[src/rtl/sd_arb_pkg.sv]
// Shared types, constants and round-robin helper for the SD channel arbiter.
package sd_arb_pkg;

    localparam int unsigned MAX_REQ = 4;
    localparam int unsigned IDX_W   = 2;
    localparam int unsigned LBA_W   = 32;
    localparam int unsigned TO_W    = 25;

    typedef enum logic [2:0] {
        IDLE,
        REQ,
        XFER,
        DONE,
        ERR,
        COOLDOWN
    } arb_state_e;

    // First pending index after 'last', wrapping; 'last' itself is checked last.
    function automatic logic [IDX_W-1:0] rr_next(
        input logic [MAX_REQ-1:0] pending,
        input logic [IDX_W-1:0]   last
    );
        logic [IDX_W-1:0] cand;
        rr_next = last;
        for (int k = int'(MAX_REQ); k >= 1; k--) begin
            cand = last + IDX_W'(k);
            if (pending[cand]) begin
                rr_next = cand;
            end
        end
    endfunction

endpackage

[src/rtl/sd_req_arbiter_rr_picker.sv]
// Combinational round-robin selector over up to MAX_REQ request bits.
module rr_picker
    import sd_arb_pkg::*;
#(
    parameter int unsigned N = 2
) (
    input  logic [N-1:0]     i_pending,
    input  logic [IDX_W-1:0] i_last,
    output logic [IDX_W-1:0] o_idx_c,
    output logic             o_valid_c
);

    logic [MAX_REQ-1:0] w_pending_ext;

    // Zero-extend so unused requester slots never win.
    assign w_pending_ext = MAX_REQ'(i_pending);
    assign o_idx_c       = rr_next(w_pending_ext, i_last);
    assign o_valid_c     = |i_pending;

endmodule

[src/rtl/sd_req_arbiter.sv]
// Shares the bridge's single SD block channel among NREQ virtual-disk requesters.
module sd_req_arbiter
    import sd_arb_pkg::*;
#(
    parameter int unsigned NREQ    = 2,
    parameter int unsigned DW      = 8,
    parameter int unsigned TIMEOUT = 32'd16777216
) (
    input  logic                  clk_sys,
    input  logic                  reset,
    input  logic [LBA_W*NREQ-1:0] req_lba,
    input  logic [NREQ-1:0]       req_rd,
    input  logic [NREQ-1:0]       req_wr,
    input  logic [DW*NREQ-1:0]    req_buff_din,
    output logic [NREQ-1:0]       req_ack,
    output logic [NREQ-1:0]       req_done,
    output logic [NREQ-1:0]       req_err,
    output logic [LBA_W-1:0]      sd_lba,
    output logic [NREQ-1:0]       sd_rd,
    output logic [NREQ-1:0]       sd_wr,
    input  logic                  sd_ack,
    output logic [DW-1:0]         sd_buff_din,
    output logic                  busy,
    output logic [IDX_W-1:0]      grant_idx
);

    arb_state_e         r_state;
    logic [IDX_W-1:0]   r_grant;
    logic               r_dir_wr;
    logic               r_busy;
    logic [LBA_W-1:0]   r_lba;
    logic [NREQ-1:0]    r_sd_rd;
    logic [NREQ-1:0]    r_sd_wr;
    logic [NREQ-1:0]    r_done;
    logic [NREQ-1:0]    r_err;
    logic [TO_W-1:0]    r_cnt;

    logic [NREQ-1:0]    w_pending;
    logic [MAX_REQ-1:0] w_pending_ext;
    logic [MAX_REQ-1:0] w_rd_ext;
    logic [IDX_W-1:0]   w_pick_idx;
    logic               w_pick_valid;
    logic [LBA_W-1:0]   w_pick_lba;
    logic [NREQ-1:0]    w_grant_oh;
    logic [DW-1:0]      w_buff_mux;
    logic               w_issued;
    logic               w_timeout_hit;
    logic               w_still_pending;

    // Read wins over write when a requester raises both.
    assign w_pending     = req_rd | req_wr;
    assign w_pending_ext = MAX_REQ'(w_pending);
    assign w_rd_ext      = MAX_REQ'(req_rd);

    // The round-robin pointer is simply the last grant.
    rr_picker #(
        .N (NREQ)
    ) u_picker (
        .i_pending (w_pending),
        .i_last    (r_grant),
        .o_idx_c   (w_pick_idx),
        .o_valid_c (w_pick_valid)
    );

    // Slice selection for the candidate LBA and the granted requester's data/one-hot.
    always_comb begin
        w_pick_lba = '0;
        w_buff_mux = '0;
        w_grant_oh = '0;
        for (int i = 0; i < int'(NREQ); i++) begin
            if (w_pick_idx == IDX_W'(i)) begin
                w_pick_lba = req_lba[LBA_W*i +: LBA_W];
            end
            if (r_grant == IDX_W'(i)) begin
                w_buff_mux    = req_buff_din[DW*i +: DW];
                w_grant_oh[i] = 1'b1;
            end
        end
    end

    assign w_issued        = |(r_sd_rd | r_sd_wr);
    assign w_still_pending = w_pending_ext[r_grant];
    assign w_timeout_hit   = (TIMEOUT != 0) && (r_cnt == TO_W'(TIMEOUT - 1));

    // Request sequencer: grant, issue, ack handshake, completion/error pulse, cooldown.
    always_ff @(posedge clk_sys) begin
        if (reset) begin
            r_state  <= IDLE;
            r_grant  <= '0;
            r_dir_wr <= 1'b0;
            r_busy   <= 1'b0;
            r_lba    <= '0;
            r_sd_rd  <= '0;
            r_sd_wr  <= '0;
            r_done   <= '0;
            r_err    <= '0;
            r_cnt    <= '0;
        end else begin
            r_done <= '0;
            r_err  <= '0;
            case (r_state)
                IDLE: begin
                    if (w_pick_valid) begin
                        r_grant  <= w_pick_idx;
                        r_lba    <= w_pick_lba;
                        r_dir_wr <= ~w_rd_ext[w_pick_idx];
                        r_busy   <= 1'b1;
                        r_cnt    <= '0;
                        r_state  <= REQ;
                    end
                end
                REQ: begin
                    if (w_issued && sd_ack) begin
                        r_sd_rd <= '0;
                        r_sd_wr <= '0;
                        r_state <= XFER;
                    end else if (w_issued && w_timeout_hit) begin
                        r_sd_rd <= '0;
                        r_sd_wr <= '0;
                        r_state <= ERR;
                    end else if (!w_still_pending) begin
                        r_sd_rd <= '0;
                        r_sd_wr <= '0;
                        r_busy  <= 1'b0;
                        r_state <= IDLE;
                    end else if (!w_issued) begin
                        r_sd_rd <= r_dir_wr ? '0 : w_grant_oh;
                        r_sd_wr <= r_dir_wr ? w_grant_oh : '0;
                    end else if (r_cnt != '1) begin
                        r_cnt <= r_cnt + TO_W'(1);
                    end
                end
                XFER: begin
                    if (!sd_ack) begin
                        r_state <= DONE;
                    end
                end
                DONE: begin
                    r_done  <= w_grant_oh;
                    r_state <= COOLDOWN;
                end
                ERR: begin
                    r_err   <= w_grant_oh;
                    r_state <= COOLDOWN;
                end
                COOLDOWN: begin
                    r_busy  <= 1'b0;
                    r_state <= IDLE;
                end
                default: begin
                    r_busy  <= 1'b0;
                    r_state <= IDLE;
                end
            endcase
        end
    end

    assign req_ack     = (sd_ack && r_busy) ? w_grant_oh : '0;
    assign req_done    = r_done;
    assign req_err     = r_err;
    assign sd_lba      = r_lba;
    assign sd_rd       = r_sd_rd;
    assign sd_wr       = r_sd_wr;
    assign sd_buff_din = w_buff_mux;
    assign busy        = r_busy;
    assign grant_idx   = r_grant;

endmodule

[config.mk]
export PLATFORM = sky130hd
export DESIGN_NAME = sd_req_arbiter
export DESIGN_NICKNAME = d
export VERILOG_FILES = /design/src/rtl/sd_arb_pkg.sv /design/src/rtl/sd_req_arbiter_rr_picker.sv /design/src/rtl/sd_req_arbiter.sv
export SDC_FILE = /design/constraint.sdc
export NUM_CORES = 1
export LEC_CHECK = 0
export BUFFER_PORTS_ARGS = -buffer_cell sky130_fd_sc_hd__buf_4
export CORE_AREA = 2 2 113 71
export DETAILED_ROUTE_END_ITERATION = 6
export DIE_AREA = 0 0 115 73
export GPL_TIMING_DRIVEN = 0
export PLACE_DENSITY = 0.84
export SLEW_MARGIN = 30
export SYNTH_ARGS = -nofsm -noshare
export SYNTH_HDL_FRONTEND = slang
export SYNTH_HIERARCHICAL = 1
export SYNTH_SLANG_ARGS = --single-unit
[constraint.sdc]
create_clock -name clk_sys -period 6.15 [get_ports clk_sys]
set_input_delay 0.615 -clock clk_sys [delete_from_list [all_inputs] [get_ports clk_sys]]
set_output_delay 0.615 -clock clk_sys [all_outputs]
set_load 0.01 [all_outputs]
Word level (Yosys, flattened, before mapping)
Index checks and enable logic that the tools add are counted.
{"block": "totals", "word_cells": 109, "in_bits": 87, "register_bits": 72}
{"block": "op_classes", "n_addsub": 4, "n_lt_le_gt_ge": 5, "n_bitwise": 6, "eq_ne": 18, "mux": 48, "n_reduce_logical": 18}
{"operator": "$mux W25", "count": 6}
{"operator": "$mux W32", "count": 2}
{"operator": "$pmux W25 S2", "count": 1}
{"operator": "$mux W2", "count": 14}
{"operator": "$add A25 B1 Y25 const B", "count": 1}
{"operator": "$eq A25 B24 Y1 const B", "count": 1}
{"operator": "$ne A25 B25 Y1 const B", "count": 1}
{"operator": "$mux W8", "count": 2}
{"operator": "$lt A2 B3 Y1 const B", "count": 5}
{"operator": "$mux W3", "count": 5}
{"operator": "$ne A2 B2 Y1 const B", "count": 7}
{"operator": "$pmux W3 S4", "count": 1}
{"operator": "$mux W1", "count": 11}
{"operator": "$bmux W1 S2", "count": 5}
{"operator": "$reduce_or A2 Y1", "count": 5}
{"operator": "$reduce_and A7 Y1", "count": 1}
{"operator": "$eq A3 B2 Y1 const B", "count": 2}
{"operator": "$reduce_and A5 Y1", "count": 1}
{"operator": "$add A2 B2 Y2 const B", "count": 2}
{"operator": "$eq A2 B1 Y1 const B", "count": 2}
{"operator": "$logic_not A2 Y1", "count": 2}
{"operator": "$ne A4 B2 Y1 const B", "count": 1}
{"operator": "$ne A4 B4 Y1 const B", "count": 1}
{"operator": "$not A1 Y1", "count": 4}
{"operator": "12 further kinds", "count": 16}

Depth between registers and ports, before layout
Gate-level depths: netlist (run 1).
{"block": "logic_depth", "word_depth": 9, "depth_mapped": 9, "ltp_nobuf": 7}

Hierarchy
The synthesis (run 1) kept the hierarchy.
{"module": "sd_req_arbiter", "seq_area_each_um2": 1441.4, "instances": 1, "area_per_inst_um2": 3847.4, "cells_per_inst": 476}
{"module": "rr_picker", "seq_area_each_um2": 0.0, "instances": 1, "area_per_inst_um2": 31.3, "cells_per_inst": 5}

Worst setup path before layout (run 1)
No wires, ideal clock.
{"block": "synth_path", "kind": "input port to flip-flop", "startpoint": "input req_wr[0]", "endpoint": "register r_lba[16], in the netlist sd_lba[16]", "n_path_buf": 2, "path_stages": 9, "required_time_ps": 6022, "slack_ps": 3734, "arrival_ps": 2289, "path_cell_list": "or2_2 > o21ai_0 > o21a_1 > clkbuf_1 > clkbuf_1 > mux2i_1 > nor3_1 > a21oi_1 > nor2_1"}
{"block": "synth_via", "elab_chain_cells": 9, "word_cells_on_any_way": 16, "classes_between": "1 x eq/ne; 11 x mux; 1 x bitwise; 3 x reduce/logical"}
{"item": "start: declaration", "line": "sd_req_arbiter.sv:13", "rtl": "input logic [NREQ-1:0] req_wr,"}
{"item": "$or A2 B2 Y2 *", "line": "sd_req_arbiter.sv:51", "rtl": "assign w_pending = req_rd | req_wr;"}
{"item": "$bmux W1 S2", "line": "sd_arb_pkg.sv:27", "rtl": "if (pending[cand]) begin"}
{"item": "$mux W1 (not written as such)", "line": "sd_arb_pkg.sv:27"}
{"item": "$mux W2 (2 in series)", "line": "sd_arb_pkg.sv:27"}
{"item": "$mux W2 *", "line": "sd_arb_pkg.sv:27"}
{"item": "via w_pick_idx[0]", "line": "sd_req_arbiter.sv:41", "rtl": "logic [IDX_W-1:0] w_pick_idx;"}
{"item": "$logic_not A2 Y1", "line": "sd_req_arbiter.sv:71", "rtl": "if (w_pick_idx == IDX_W'(i)) begin"}
{"item": "$mux W32", "line": "sd_req_arbiter.sv:71"}
{"item": "$mux W32 *", "line": "sd_req_arbiter.sv:71"}
{"item": "end signal: assignment", "line": "sd_req_arbiter.sv:105", "rtl": "r_lba <= w_pick_lba;"}
{"item": "end: declaration", "line": "sd_req_arbiter.sv:31", "rtl": "logic [LBA_W-1:0] r_lba;"}
Mark *: on every way through the listed nets, which the timed path passes. The rest lies on a longest branch. The select of a mux whose other input is x is not followed.
A chain may end at the register's enable or synchronous reset.

Worst setup path in the final report (run 1)
{"block": "layout_path", "startpoint": "input req_wr[0]", "endpoint": "register r_lba[16], in the netlist sd_lba[16]"}
{"block": "layout_via", "elab_chain_cells": 9, "word_cells_on_any_way": 16, "classes_between": "1 x eq/ne; 11 x mux; 1 x bitwise; 3 x reduce/logical"}
{"item": "$or A2 B2 Y2 *", "line": "sd_req_arbiter.sv:51"}
{"item": "via w_pending[0]", "line": "sd_req_arbiter.sv:38", "rtl": "logic [NREQ-1:0] w_pending;"}
{"item": "$bmux W1 S2", "line": "sd_arb_pkg.sv:27"}
{"item": "$mux W1 (not written as such)", "line": "sd_arb_pkg.sv:27"}
{"item": "$mux W2 (2 in series)", "line": "sd_arb_pkg.sv:27"}
{"item": "$mux W2 *", "line": "sd_arb_pkg.sv:27"}
{"item": "via w_pick_idx[0]", "line": "sd_req_arbiter.sv:41"}
{"item": "$logic_not A2 Y1", "line": "sd_req_arbiter.sv:71"}
{"item": "$mux W32", "line": "sd_req_arbiter.sv:71"}
{"item": "$mux W32 *", "line": "sd_req_arbiter.sv:71"}
Marked as above.

==> results of run 1 <==
## power groups by stage
stage	Sequential, uW	Combinational [uW]	Clock (uW)
after floorplan	541	191	0
after global placement	529	349	0
after detailed placement	530	361	0
after CTS	521	366	620
after global routing	525	398	642
final	521	368	624
## cell usage after synthesis (all sizes together), types with 2 or more instances
cell	count	share of area [%]
mux2i	42	11
o21ai	15	1.9
nand2	36	3.5
nand2b	3	0.48
o22a	4	0.94
o21bai	2	0.39
and4	2	0.52
clkbuf	25	2.4
or4	2	0.39
nand4	11	2.2
and4b	2	0.52
and2	2	0.32
a21boi	2	0.48
o41ai	2	0.45
nor2	60	5.9
o31ai	3	0.58
or2	4	0.71
nor4	8	2.1
nand4b	2	0.45
buf	6	0.84
or3	5	0.94
inv	5	0.48
and3	6	0.97
nand3b	3	0.68
nor3	44	5.7
o21a	6	1.2
dfxtp	72	37
a31oi	22	3.5
nor2b	3	0.48
o311ai	6	1.4
a21oi	52	6.7
nand3	10	1.3
## registers in the layout, indices dropped and copies added, names as in the netlist
| register | flops |
|---|---|
| sd_rd | 2 |
| sd_wr | 2 |
| r_dir_wr | 1 |
| grant_idx | 2 |
| req_err | 2 |
| req_done | 2 |
| r_state | 3 |
| r_cnt | 25 |
| busy | 1 |
| sd_lba | 32 |
## through the flow
stage	cells	setup WS [ns]	hold WS (ns)	util [%]	total power (uW)
2_1_floorplan	481	3.734	0.4474	-	732.4
4_1_cts	730	3.434	0.4999	71.83	1506
3_3_place_gp	714	3.301	0.4705	67.13	877.9
5_1_grt	730	3.338	0.5332	71.83	1565
6_report	730	3.425	0.4963	71.83	1513
3_5_place_dp	714	3.078	0.4762	67.13	891.0
## routing by layer
metal	track usage, %	vias up	part of all wire (%)
li1	-	2087	-
met1	40.45	2121	42
met2	49.41	270	46
met3	8.389	28	9.7
met4	10.04	0	1.7
met5	0	-	0
## critical path: stages
cell      delay [ns]
buf_4           0.12
or2_2           0.31
o21ai_0         0.09
o21a_1          0.15
clkbuf_1        0.41
clkbuf_1        0.63
mux2i_1         0.29
nor3_1          0.07
a21oi_1         0.17
nor2_1          0.07
## final cells by class
cell class	count	share of cell area [%]
flip-flops and latches	72	26.73
well taps	94	2.181
multi-input cells	373	42.51
plain buffers	31	2.343
inverters	5	0.3480
clock buffers	9	4.176
clock inverters	7	2.367
repair buffers	139	19.35
## worst min-delay path by stage
stage / from / to / cells after the start
CTS: sd_lba[5]$_SDFFE_PP0P_ / sd_lba[5]$_SDFFE_PP0P_ / 2
detailed placement: sd_lba[0]$_SDFFE_PP0P_ / sd_lba[0]$_SDFFE_PP0P_ / 2
global placement: sd_lba[12]$_SDFFE_PP0P_ / sd_lba[12]$_SDFFE_PP0P_ / 2
floorplan: r_cnt[7]$_SDFFE_PP0P_ / r_cnt[7]$_SDFFE_PP0P_ / 1
global route: sd_lba[10]$_SDFFE_PP0P_ / sd_lba[10]$_SDFFE_PP0P_ / 2
finish: r_cnt[7]$_SDFFE_PP0P_ / r_cnt[7]$_SDFFE_PP0P_ / 1
## cells by family (layout without fill, tap and decap cells)
logic type / Yosys count / in the layout
AO/OA/AOI/OAI: 124 / 124
adder cells (fa/ha/maj): 1 / 1
buffers and inverters: 36 / 191
AND/OR/NAND/NOR: 206 / 206
flip-flops: 72 / 72
multiplexers: 42 / 42
==> run metrics, run 1 <==
setup TNS 0 ns; Tmin final 2.725 ns; Pwr Density 280.6 nW/um^2; drt first pass iters 5; initial DRC count 517; layout cells sized above 1 27.52%; Critical Path RT roughly 6.4 ns; Cell Rows 25; normalized max-slew margin 40.13%; crit path DAT 2.93 ns; clk root buf clkbuf_16; clk_lat worst skew 0.34 ns; fillcell total 568; Post-synth ARST share 0%; cell area after synthesis 3879 um^2; Core Footprint 7507 um^2; Global Route Usage Sum between 30 and 40%; Die ar. 8395 um^2; Final Cycle Share 44.30%; CP endpoint kind flop; reg2reg end r_cnt[16]$_SDFFE_PP0P_; Worst-path clk slew 0.06 ns; die height 73 um; RSZ-0062 raised after global routing false; main combinational cell family by area after synthesis simple AND/OR/NAND/NOR gates; drt drc 0; area of the multi-input gates 2292 um^2; Synth Register Bits approximately 70; initial antenna violation count 0; Worst Max-Slew Pin Slew 0.8856 ns; Synth Area in Simple Gates 27.65%; Register Area 1441 um^2; Reg2Reg Depth 6; sequential share of power roughly a third; number of synthesized flops with an enable pin 0; setup slack, reg-to-reg 3.53 ns; synth-to-layout area growth 39.03%; endpoints failing setup 0; crit path from req_wr[0]; Max-Cap Viols 0; post-DR vias/cell 6.173; CTS tree built; Initial Util roughly 52%; IO buf count 139; run status completed; vias 4,506; Clock Tree Buf Depth 2; switching power roughly 440 uW; TritonCTS Buffers 9; WS Path Type primary input to flop; diode count 0; first-pass GRT wire length slightly above 20,000 um; Power Internal 1068 uW; Slew Limit Fails 0; adder-cell share of the synthesized area 0.3226%; post-synth cell types 58; syn nets 569; Clock Power Share just over 40%; Sw Ratio 29.41%; average size of a mapped cell between 8 and 9 um^2; logic gate share of total power 24.3%; final hold vios 0; area post-placement 5040 um^2; most common cell after layout, fill and taps aside buf_4; Worst IR Drop VDD 150.9 uV; XOR/XNOR Fraction of Synth Area 0%; hpwl dp 9655 um; RR Startpoint r_cnt[0]$_SDFFE_PP0P_; drt wl/cell ~18 um; most frequent cells in the layout buf_4, dfxtp_1, nor2_1; YS warnings 6; Synth Area in Compound Gates 20.29%; type of origin of the critical path primary input; pin count of the biggest net entering global routing 15; H-tree depth 3; register area share after synthesis between 30% and 40%; post-CTS sizing 0; worst-path fanout max 10; # IOs 140; # Post-CTS Setup Buffers 0; top_reg_cell synth dfxtp_1; Lkg Pwr ~0.0023 uW; hold-fix buffers at CTS 0; design area around 5400 um^2; RePlAce Congestion 0.9293; clock sink total 72; gr ovfl total 0; worst min-delay path class flop to flop; chip width 115 um; Worst Skew 0.009097 ns; vias in the first global route 4,262; multiplexer share of the synthesized area 10.84%; Critical Path Sink sd_lba[16]$_SDFFE_PP0P_; Final ANT Viol Nets 0; Syn Inst Count between 400 and 500; routed wire length 13,100 um; # nets final between 700 and 800; fmax ~0.37 GHz
Note: power is estimated with default switching activity, not from simulation.
==> run 2, diff against run 1 <==
- CORE_AREA: 2 2 113 71 -> 2 2 117 74
- DIE_AREA: 0 0 115 73 -> 0 0 119 76
- PLACE_DENSITY: 0.84 -> 0.78
- clock period: 6.15 -> 2.8 ns (I/O delays scaled with it)
==> run metrics, run 2 (same netlist as run 1, synthesis figures left out) <==
fmax approximately 0.39 GHz; worst-path fanout max 10 (unchanged); Pwr Total 3007 uW (+99%); clock sink total 72 (unchanged); run status completed; Slew Limit Fails 0 (unchanged); Die ar. 9044 um^2 (+7.7%); normalized max-slew margin 46.58% (+6.4 points); CP endpoint kind flop; initial DRC count 290 (-44%); die height 76 um (+4.1%); post-DR vias/cell 5.878 (-4.8%); endpoints failing setup 0 (unchanged); layout cells sized above 1 27.56% (+0.043 points); IO buf count 139 (unchanged); clk_lat worst skew 0.33 ns (about the same); TritonCTS Buffers 9 (unchanged); Core Footprint 8100 um^2 (+7.9%); synth-to-layout area growth 37.71%; Util after Layout 65.94% (-5.9 points); Global Route Usage Sum 27.89% (-2.9 points); post-CTS sizing 0 (unchanged); Largest register FFs 32 (unchanged); Worst Max-Slew Pin Slew 0.7940 ns (-0.09157 ns); Critical Path RT 3.00 ns (-3.36 ns); Final Cycle Share between 90% and 100%; routed wire length 12,830 um (-2.0%); vias 4,391 (-2.6%); setup TNS 0 ns (unchanged); fillcell total 684 (+20%); RSZ-0062 raised after global routing false; most frequent cells in the layout buf_4, dfxtp_1, nor2_1; diode count 0 (unchanged); worst min-delay path class primary input to flop; most common cell after layout, fill and taps aside buf_4; clk root buf clkbuf_16; drt drc 0 (unchanged); drt wl/cell 17.18 um (-4.3%); Lkg Pwr 0.002308 uW (-1.2%); Register Area 1441 um^2 (unchanged); type of origin of the critical path flop; initial antenna violation count 0 (unchanged); hpwl dp 9708 um (+0.55%); Post-Place Setup Slack 0.2680 ns (-2.810 ns); CTS tree built; # nets final 719 (unchanged); final hold vios 0 (unchanged); RePlAce Congestion 0.9420 (+1.4%); PnR worst setup slack 0.2325 ns (-3.193 ns); Post-Layout Cell Count 747 (+2.3%); Placed Cells 732 (+2.5%); drt first pass iters 5 (unchanged); hold-fix buffers at CTS 0 (unchanged); Clock Tree Buf Depth 2 (unchanged); Initial Util 47.88% (-3.8 points); pin count of the biggest net entering global routing 12 (-3); WS Path Type flop to flop; gr ovfl total 0 (unchanged); crit path DAT 2.77 ns (-0.16 ns); vias in the first global route 4,042 (-5.2%); Pwr Density 563.0 nW/um^2 (+100%); Worst IR Drop VDD 302.5 uV (+100%); H-tree depth 3 (unchanged); Tmin final 2.567 ns; Cell Rows 26 (+4.0%); # Post-CTS Setup Buffers 0 (unchanged); chip width 119 um (+3.5%); # IOs 140 (unchanged); first-pass GRT wire length 20,240 um (+0.24%); Worst-path clk slew 0.05 ns (about the same); Max-Cap Viols 0 (unchanged); Worst Skew 0.004579 ns (-0.004518 ns); area of the multi-input gates 2298 um^2 (+0.27%); Final ANT Viol Nets 0 (unchanged)
==> run 2: cell types whose count changed in the layout (fill, tap and decap cells not counted), moves of 2 or more <==
cell       change
clkinv_2       +4
bufinv_16      -3
clkbuf_8       +2
clkinv_4       -2
==> run 2: path summary, 6_finish.rpt <==
check / startpoint / to / slack (ns) / depth (start not counted)
hold reg to reg: sd_lba[26]$_SDFFE_PP0P_ / sd_lba[26]$_SDFFE_PP0P_ / 0.49 / 2
setup reg to reg: r_cnt[0]$_SDFFE_PP0P_ / r_cnt[23]$_SDFFE_PP0P_ / 0.23 / 7
setup / recovery: r_cnt[0]$_SDFFE_PP0P_ / r_cnt[23]$_SDFFE_PP0P_ / 0.23 / 7
hold / removal: reset / r_cnt[23]$_SDFFE_PP0P_ / 0.37 / 4
==> run 2: area by class of cell <==
type                            instances  area share [%]
Buffer                                 31           2.366
Clock buffer                           11           4.732
Clock inverter                          4          0.3748
Inverter                                5          0.3514
Multi-Input combinational cell        373           43.03
Sequential cell                        72           26.99
Tap cell                              112           2.624
Timing Repair Buffer                  139           19.54
==> run 2: routing by layer <==
metal / up-vias / track usage (%) / wire, um / share of wire, %
met5: - / 0 / 0 / 0
met4: 0 / 8.333 / 168 / 1.3
met3: 17 / 7.111 / 1288 / 10
met2: 219 / 41.78 / 5620 / 44
met1: 2066 / 39.53 / 5754 / 45
li1: 2089 / - / - / -
==> run 2: report_power, final <==
group / leakage, uW / switching [uW] / internal, uW / total, uW
sequential: 0.000588 / 51.1 / 1100 / 1150
clock: 0.000141 / 423 / 636 / 1060
combinational: 0.00158 / 432 / 368 / 800
==> run 2: per-stage QoR <==
stage | hold WS (ns) | cell area, um^2
4_1_cts | 0.3520 | 5341
2_1_floorplan | 0.4474 | 3879
5_1_grt | 0.3903 | 5341
6_report | 0.3662 | 5341
3_5_place_dp | 0.4773 | 5069
3_3_place_gp | 0.4670 | 5062
==> run 2: critical path: stages (launching register included) <==
cell,delay [ns]
dfxtp_1,0.40
ha_1,0.32
nand4_4,0.19
nor4_1,0.56
nand4b_1,0.35
buf_2,0.32
a31oi_1,0.21
a31oi_1,0.08
==> run 3, diff against run 2 <==
- MAX_ROUTING_LAYER: not set -> met4
==> run metrics, run 3 (same netlist as run 1, synthesis figures left out) <==
chip width 119 um (unchanged); endpoints failing setup 0 (unchanged); Slew Limit Fails 0 (unchanged); Hold Startpoint reset; Worst Skew 0.004423 ns (-0.0001565 ns); # nets final 719 (unchanged); clk root buf clkbuf_16; Critical Path RT 3.03 ns (+0.03 ns); gr ovfl total 0 (unchanged); diode count 0 (unchanged); Worst Max-Slew Pin Slew 0.8680 ns (+0.07400 ns); vias 4,329 (-1.4%); RSZ-0062 raised after global routing false; WS Path Type flop to flop; worst-path fanout max 10 (unchanged); normalized max-slew margin 41.60% (-5.0 points); area post-placement 5069 um^2 (unchanged); Sw Ratio 30.41% (+0.26 points); Clock Tree Buf Depth 2 (unchanged); final hold vios 0 (unchanged); RR Startpoint r_cnt[0]$_SDFFE_PP0P_; Final Cycle Share 91.00% (-0.69 points); H-tree depth 3 (unchanged); Core Footprint 8100 um^2 (unchanged); Global Route Usage Sum 28.45% (+0.56 points); worst min-delay path class primary input to flop; Clock Power Share 33.9% (-1.3 points); logic gate share of total power 27.1% (+0.5 points); # Post-CTS Setup Buffers 0 (unchanged); setup TNS 0 ns (unchanged); crit path max-delay cell type nor4_1; # IOs 140 (unchanged); Max-Cap Viols 0 (unchanged); Pwr Density 553.5 nW/um^2 (-1.7%); Tmin final 2.548 ns (-0.01936 ns); type of origin of the critical path flop; routed wire length 12,620 um (-1.6%); Lkg Pwr 0.002288 uW (-0.86%); crit path DAT 2.77 ns (about the same); RePlAce Congestion 0.9482 (+0.66%); initial antenna violation count 0 (unchanged); TritonCTS Buffers 9 (unchanged); die height 76 um (unchanged); CP cell instances ha_1 -> nand4_4 -> nor4_1 -> nand4b_1 -> buf_2 -> a31oi_1 -> a21oi_1; post-DR vias/cell 5.811 (-1.1%); initial DRC count 405 (+40%); clk_lat worst skew 0.34 ns (about the same); Final ANT Viol Nets 0 (unchanged); crit path from r_cnt[0]$_SDFFE_PP0P_; hold-fix buffers at CTS 0 (unchanged); most common cell after layout, fill and taps aside buf_4; Worst-path clk slew 0.06 ns (about the same); most frequent cells in the layout buf_4, dfxtp_1, nor2_1; vias in the first global route 3,935 (-2.6%); layout cells sized above 1 27.01% (-0.54 points); Cell Rows 26 (unchanged); pin count of the biggest net entering global routing 11 (-1); drt wl/cell 16.94 um (-1.4%); run status completed; synth-to-layout area growth 36.94%; design area 5311 um^2 (-0.56%); drt first pass iters 5 (unchanged); switching power 894.0 uW (-1.4%); CTS tree built; Largest register FFs 32 (unchanged); IO buf count 139 (unchanged); slowest cell delay on critical path 0.56 ns (about the same); Initial Util 47.88% (unchanged); Hold WS 0.3412 ns (-0.02501 ns); Power Internal 2046 uW (-2.6%); Die ar. 9044 um^2 (unchanged); sequential share of power 39.0% (+0.8 points); post-CTS sizing 0 (unchanged); fmax 0.3924 GHz (+0.76%); Pwr Total 2940 uW (-2.2%); CP endpoint kind flop; first-pass GRT wire length 19,920 um (-1.6%); hpwl dp 9689 um (-0.19%); clock sink total 72 (unchanged); drt drc 0 (unchanged); Worst IR Drop VDD 306.7 uV (+1.4%)
==> run 3: changes by cell type in the layout (fill, tap and decap cells not counted), sizes merged <==
| cell | delta |
|---|---|
| clkinv | -2 |
==> run 3: metal layers <==
metal	part of all wire (%)	GRT usage (%)	up-vias	wire, um
li1	-	-	2088	-
met1	47	40.07	2004	5884
met2	43	38.91	222	5384
met3	9.5	8.907	15	1198
met4	1.2	8.214	0	154
met5	0	-	-	0
==> run 3: final timing paths <==
path                       endpoint  slack, ns  cells past startpoint
max          r_cnt[17]$_SDFFE_PP0P_       0.25                      7
min          r_cnt[23]$_SDFFE_PP0P_       0.34                      4
max reg2reg  r_cnt[17]$_SDFFE_PP0P_       0.25                      7
min reg2reg  sd_lba[5]$_SDFFE_PP0P_       0.48                      2
==> run 3: final cells by class <==
type	count	area (um^2)
Fill cell	664	2789
Multi-Input combinational cell	373	2298
Sequential cell	72	1441
Timing Repair Buffer	139	1044
Clock buffer	11	232.7
Tap cell	112	140.1
Buffer	31	126.4
Inverter	5	18.77
Clock inverter	2	10.01
==> run 3: power groups by stage <==
stage          registers (uW)  clock network [uW]  logic (uW)
2_1_floorplan            1190                   0         420
3_3_place_gp             1160                   0         770
3_5_place_dp             1170                   0         788
4_1_cts                  1150                1010         789
5_1_grt                  1160                1050         861
6_report                 1150                 997         796
==> run 3: stage by stage <==
step	setup slack [ns]	util (%)	instances
6_report	0.2519	65.57	745
5_1_grt	0.04078	65.57	745
4_1_cts	0.3163	65.57	745
3_5_place_dp	0.2390	62.57	732
3_3_place_gp	0.2685	62.50	732
2_1_floorplan	0.7188	-	481
==> run 3: worst max-delay path: cells and delay by family, from the launching register on <==
kind / cells / cell delay, ns
DFF: 1 / 0.41
AOI/OAI and AO/OA: 2 / 0.28
buffers and inverters: 1 / 0.32
adders and majority gates: 1 / 0.31
and+or+nand+nor: 3 / 1.11
